## config.mk

```make
export PLATFORM = sky130hd
export DESIGN_NAME = scratchpad_seq
export DESIGN_NICKNAME = d
export VERILOG_FILES = /design/src/rtl/scratchpad_seq.sv
export SDC_FILE = /design/constraint.sdc
export NUM_CORES = 1
export LEC_CHECK = 0
export ABC_AREA = 1
export CAP_MARGIN = 20
export CORE_AREA = 2 2 411 413
export CTS_BUF_LIST = sky130_fd_sc_hd__clkbuf_2 sky130_fd_sc_hd__clkbuf_4 sky130_fd_sc_hd__clkbuf_8
export DETAILED_ROUTE_END_ITERATION = 10
export DIE_AREA = 0 0 413 415
export PLACE_DENSITY = 0.3
export SETUP_SLACK_MARGIN = 0.4
export SLEW_MARGIN = 20
export SYNTH_ARGS = -nofsm -noshare
export SYNTH_HDL_FRONTEND = slang
export SYNTH_SLANG_ARGS = --single-unit
export TNS_END_PERCENT = 1
```

## constraint.sdc

```tcl
create_clock -name clk -period 2 [get_ports clk]
set_clock_uncertainty 0.15 [all_clocks]
set_input_delay 0.4 -clock clk [delete_from_list [all_inputs] [get_ports clk]]
set_output_delay 0.4 -clock clk [all_outputs]
set_load 0.02 [all_outputs]
```

## src/rtl/scratchpad_seq.sv

```systemverilog
// ---------------------------------------------------------------------------
// scratchpad_seq
//
// Sequencer for the scrypt scratchpad RAM (256-bit words, registered read
// address, 2^ADDRBITS entries). One job runs two phases:
//   FILL   : streams 2^ADDRBITS words from the hash core into consecutive
//            addresses starting at 0.
//   LOOKUP : serves 2^ADDRBITS data-dependent read requests. Each response
//            comes back one cycle after its request is accepted.
//
// Ports
//   clk, reset      clock and asynchronous active-high reset
//   start           begin a job (sampled in IDLE only)
//   abort           synchronous cancel from any state
//   wr_valid/wr_data/wr_ready                 fill stream handshake
//   rd_req_valid/rd_req_index/rd_req_ready    lookup request handshake
//   rd_resp_valid/rd_resp_data                lookup response (no backpressure)
//   busy            state is not IDLE
//   done            one-cycle pulse alongside the final lookup response
//   ram_waddr/ram_data/ram_wren/ram_raddr/ram_q   attached RAM port
//
// state  | meaning
// -------+------------------------------------------------------------
// IDLE   | no job; waits for start
// FILL   | accepting fill words, fill_cnt is the next write address
// LOOKUP | accepting read requests, look_cnt counts accepted requests
// ---------------------------------------------------------------------------
module scratchpad_seq #(
  parameter int ADDRBITS = 10
) (
  input  logic                clk,
  input  logic                reset,
  input  logic                start,
  input  logic                abort,
  input  logic                wr_valid,
  input  logic [255:0]        wr_data,
  output logic                wr_ready,
  input  logic                rd_req_valid,
  input  logic [ADDRBITS-1:0] rd_req_index,
  output logic                rd_req_ready,
  output logic                rd_resp_valid,
  output logic [255:0]        rd_resp_data,
  output logic                busy,
  output logic                done,
  output logic [ADDRBITS-1:0] ram_waddr,
  output logic [255:0]        ram_data,
  output logic                ram_wren,
  output logic [ADDRBITS-1:0] ram_raddr,
  input  logic [255:0]        ram_q
);

  typedef enum logic [1:0] {
    IDLE   = 2'd0,
    FILL   = 2'd1,
    LOOKUP = 2'd2
  } state_t;

  localparam logic [ADDRBITS-1:0] CNT_ONE  = {{(ADDRBITS-1){1'b0}}, 1'b1};
  localparam logic [ADDRBITS-1:0] CNT_ZERO = '0;

  state_t              state;
  logic [ADDRBITS-1:0] fill_cnt;
  logic [ADDRBITS-1:0] look_cnt;
  logic                resp_pend;
  logic                done_pend;

  logic                wr_fire;
  logic                rd_fire;
  logic                fill_last;
  logic                look_last;

  // Readies depend on abort combinationally so that abort wins over any
  // handshake offered in the same cycle.
  assign wr_ready     = (state == FILL)   && !abort;
  assign rd_req_ready = (state == LOOKUP) && !abort;

  assign wr_fire   = wr_valid     && wr_ready;
  assign rd_fire   = rd_req_valid && rd_req_ready;
  assign fill_last = &fill_cnt;
  assign look_last = &look_cnt;

  // RAM port: write side is only ever enabled by a fill handshake; the read
  // address follows the request index in every state since the RAM registers
  // it and the response is simply ram_q one cycle later.
  assign ram_wren  = wr_fire;
  assign ram_waddr = fill_cnt;
  assign ram_data  = wr_data;
  assign ram_raddr = rd_req_index;

  assign rd_resp_valid = resp_pend;
  assign rd_resp_data  = ram_q;
  assign done          = done_pend;
  assign busy          = (state != IDLE);

  always_ff @(posedge clk or posedge reset) begin
    if (reset) begin
      state     <= IDLE;
      fill_cnt  <= CNT_ZERO;
      look_cnt  <= CNT_ZERO;
      resp_pend <= 1'b0;
      done_pend <= 1'b0;
    end else begin
      // rd_fire is already low under abort, which clears both flags.
      resp_pend <= rd_fire;
      done_pend <= rd_fire && look_last;

      if (abort) begin
        state <= IDLE;
      end else begin
        case (state)
          IDLE: begin
            if (start) begin
              state    <= FILL;
              fill_cnt <= CNT_ZERO;
            end
          end

          FILL: begin
            if (wr_fire) begin
              fill_cnt <= fill_cnt + CNT_ONE;
              if (fill_last) begin
                state    <= LOOKUP;
                look_cnt <= CNT_ZERO;
              end
            end
          end

          LOOKUP: begin
            if (rd_fire) begin
              look_cnt <= look_cnt + CNT_ONE;
              if (look_last) begin
                state <= IDLE;
              end
            end
          end

          default: begin
            state <= IDLE;
          end
        endcase
      end
    end
  end

endmodule

```

==> results.yml <==
synthesis:
  synth-xor-area-share_pct: 0.659
  synthTopCellsByArea: "buf_4, dfrtp_1, nand2_1"
  syn_nets: 1241
  synth_top_area_share_pct: 73.7
  avgSynthCellArea_um2: 7.48
  synth_compound_area_share_pct: 1.95
  ys_ff_latch: 24
  synth-edff-count: 0
  synth_largest_area_cell: "buf_4"
  synth_flop_cell: "dfrtp_1"
  synth.area.mux_share_pct: 0
  synth_top_family_by_area: "buffers and inverters"
  synth_fa_ha_area_share_pct: 0.470
  syn_area_um2: 5320
  yosysSeqAreaShare_pct: 11.3
  yosysWarnings: 0
  synth_cell_types: 31
  async_flop_share_pct: 100
  synthCells: 711
  synthSimpleGateAreaFrac_pct: 9.90
die:
  core_area_um2: 167000
  die_x_um: 413
  rows: 150
  io_pins: 1066
  initial_core_util_pct: 3.19
  die-area_um2: 171000
  fp.dieH_um: 415
run:
  maxCapViolCount: 0
finish:
  fillers: 19900
  area_growth_pct: -10.0
  drive_above_1_share_pct: 26.3
  fin_nets: 771
power:
  p_per_area_nw_per_um2: 337
  total_power_w: 0.00161
  vdd_drop_max_v: 0.000240
  leakagePower_nw: 1.07
global_route:
  grt_pass1_wl_um: 82400
  antenna_found_initial: 2
  grt_max_degree: 25
  grt_pass1_vias: 2441
  overflow: 0
  grt.total_usage_pct: 8.57
worst_setup_path:
  slowest_delay_ns: 0.48
  start_kind: "input pin"
  slowest_stage: "clkdlybuf4s50_1"
  critical_path_class: "input pin to output pin"
  worstSetupEndpointType: "output pin"
  rrSetupSlack_ns: 0.37
  cp.required_ns: 1.45
  crit_fanout: 2
  crit_arrival_ns: 1.30
  path_common_cell: "buf_6"
  r2r_end: "state[1]"
  reg2reg_depth: 6
  worstReg2RegStart: "look_cnt[0]"
  path_cells: "clkdlybuf4s50_1 > inv_1 > nor2_4 > buf_6 > buf_6"
detailed_routing:
  post_drt_wl_per_cell_um: 31.4
  num_vias: 2341
  dr.pass1.iters: 4
  ant_nets: 0
  viasPerCell: 0.957
  routed_wl_um: 76900
  drc: 0
  drt-initial-drc-count: 148
clocking:
  cts_tree: "built"
  path_clk_slew_ns: 0.11
  clock_latency_ns: 0.28
  numCtsBuffers: 3
  clockBufferDepth: 2
  htree_levels: 1
  clock_sinks: 24
  cts-root-buf: "clkbuf_8"
placed_design:
  io_buffers: 21
  hpwl_um: 74200
  gp_congestion: 0.775
  dp_worst_setup_slack_ns: -0.203
timing:
  fin_crit_ns: 1.85
  relSlewSlack_pct: 67.8
  worstMarginPinSlew_ns: 0.485
  slew_violations: 0
  rsz0062_at_grt: "true"
  hold_viol: 0
  setup_viol: 0
  fmax_mhz: 540
  period_share_pct: 92.7
  setup_ws_ns: 0.147
status:
  status: "complete, no violations"
min_path:
  min-delay-path-class: "input pin to asynchronous set/reset pin"
==> metrics by stage <==
step                hold slack [ns]  utilization [%]  setup TNS (ns)  area [µm²]  instances
floorplan                     0.265                -               0        5330        711
global placement              0.318             2.82          -0.709        4700       2437
detailed placement            0.321             2.82          -0.836        4700       2437
CTS                           0.347             2.87               0        4790       2444
global route                  0.372             2.87               0        4790       2444
finish                        0.333             2.87               0        4790       2445
==> critical path, delay by kind of cell <==
family,cells,cell delay (ns)
buf+inv,4,0.78
simple gates,1,0.12
==> flip-flops by register name, indices dropped and copies added, names as in the netlist <==
register,count
rd_resp_valid,1
ram_waddr,10
state,2
look_cnt,10
done,1
==> repair_timing <==
action / CTS / global route
endpoints found under the setup margin: 29 / 36
setup buffers: 3 / 0
gates resized for setup: 8 / 0
hold buffers: 0 / 0
pin swaps: 1 / 1
hold endpoints to repair: 0 / 0
==> cells by family after synthesis <==
| logic type | Yosys count |
|---|---|
| buffers and inverters | 549 |
| AND/OR/NAND/NOR | 116 |
| flip-flops | 24 |
| AO/OA/AOI/OAI | 16 |
| XOR/XNOR | 4 |
| adder cells (fa/ha/maj) | 2 |
==> power breakdown <==
| part | switching [W] | leakage, nW | total (W) | internal, W |
|---|---|---|---|---|
| Clock | 0.000189 | 0.0288 | 0.000366 | 0.000177 |
| Combinational | 0.000410 | 0.708 | 0.000706 | 0.000296 |
| Sequential | 0.0000220 | 0.330 | 0.000541 | 0.000519 |
| Total | 0.000622 | 1.07 | 0.00161 | 0.000991 |
==> worst max-delay path by stage <==
stage | from | endpoint | slack (ns) | depth (start not counted)
floorplan | ram_waddr[0] | look_cnt[9] | 0.38 | 8
global placement | abort | ram_wren | -0.21 | 7
detailed placement | abort | ram_wren | -0.20 | 7
CTS | state[1] | ram_wren | 0.09 | 7
global route | state[1] | ram_wren | 0.06 | 7
finish | wr_valid | ram_wren | 0.15 | 5
==> layout by cell type (no fill, tap or decap), drive strengths merged <==
master and count:
clkdlybuf4s50 4, ha 2, inv 25, clkinv 1, or2 1, nand2 71
a21oi 4, o21bai 1, diode 1, o31ai 1, nor2 18, xnor2 2
a21o 1, dlygate4sd2 2, dfrtp 24, o21ai 7, nand3b 2, nor3b 1
nand4 8, o21a 1, o211ai 1, clkbuf 4, clkdlybuf4s15 1, nor3 1
buf 41, xor2 2, nand3 14
==> cells in the mapped netlist, types with 2 or more instances <==
master and n:
nand3_1 14, dfrtp_1 24, xnor2_1 2, nor2_1 15, nor2_2 2, nand2_2 4, o21ai_1 6, nand2_1 66
nand4_1 8, inv_2 4, a21oi_1 3, ha_1 2, xor2_1 2, inv_1 21, buf_4 522
==> area by class of cell <==
type,instances,area [µm²],area share (%)
antenna,1,2.50,0.0523
clock buffer,4,55.1,1.15
inverter,26,98.8,2.06
multi-input combinational,138,703,14.7
sequential,24,601,12.5
tap,2204,2760,57.6
timing repair buffer,48,571,11.9
==> layer usage <==
| layer | vias up | wire length (µm) | GRT usage [%] |
|---|---|---|---|
| met5 | - | 82 | 0.367 |
| li1 | 700 | - | - |
| met2 | 690 | 34400 | 13.6 |
| met1 | 837 | 8950 | 2.87 |
| met4 | 2 | 1670 | 1.57 |
| met3 | 112 | 31800 | 16.7 |
Power figures use the tool's default switching activity.
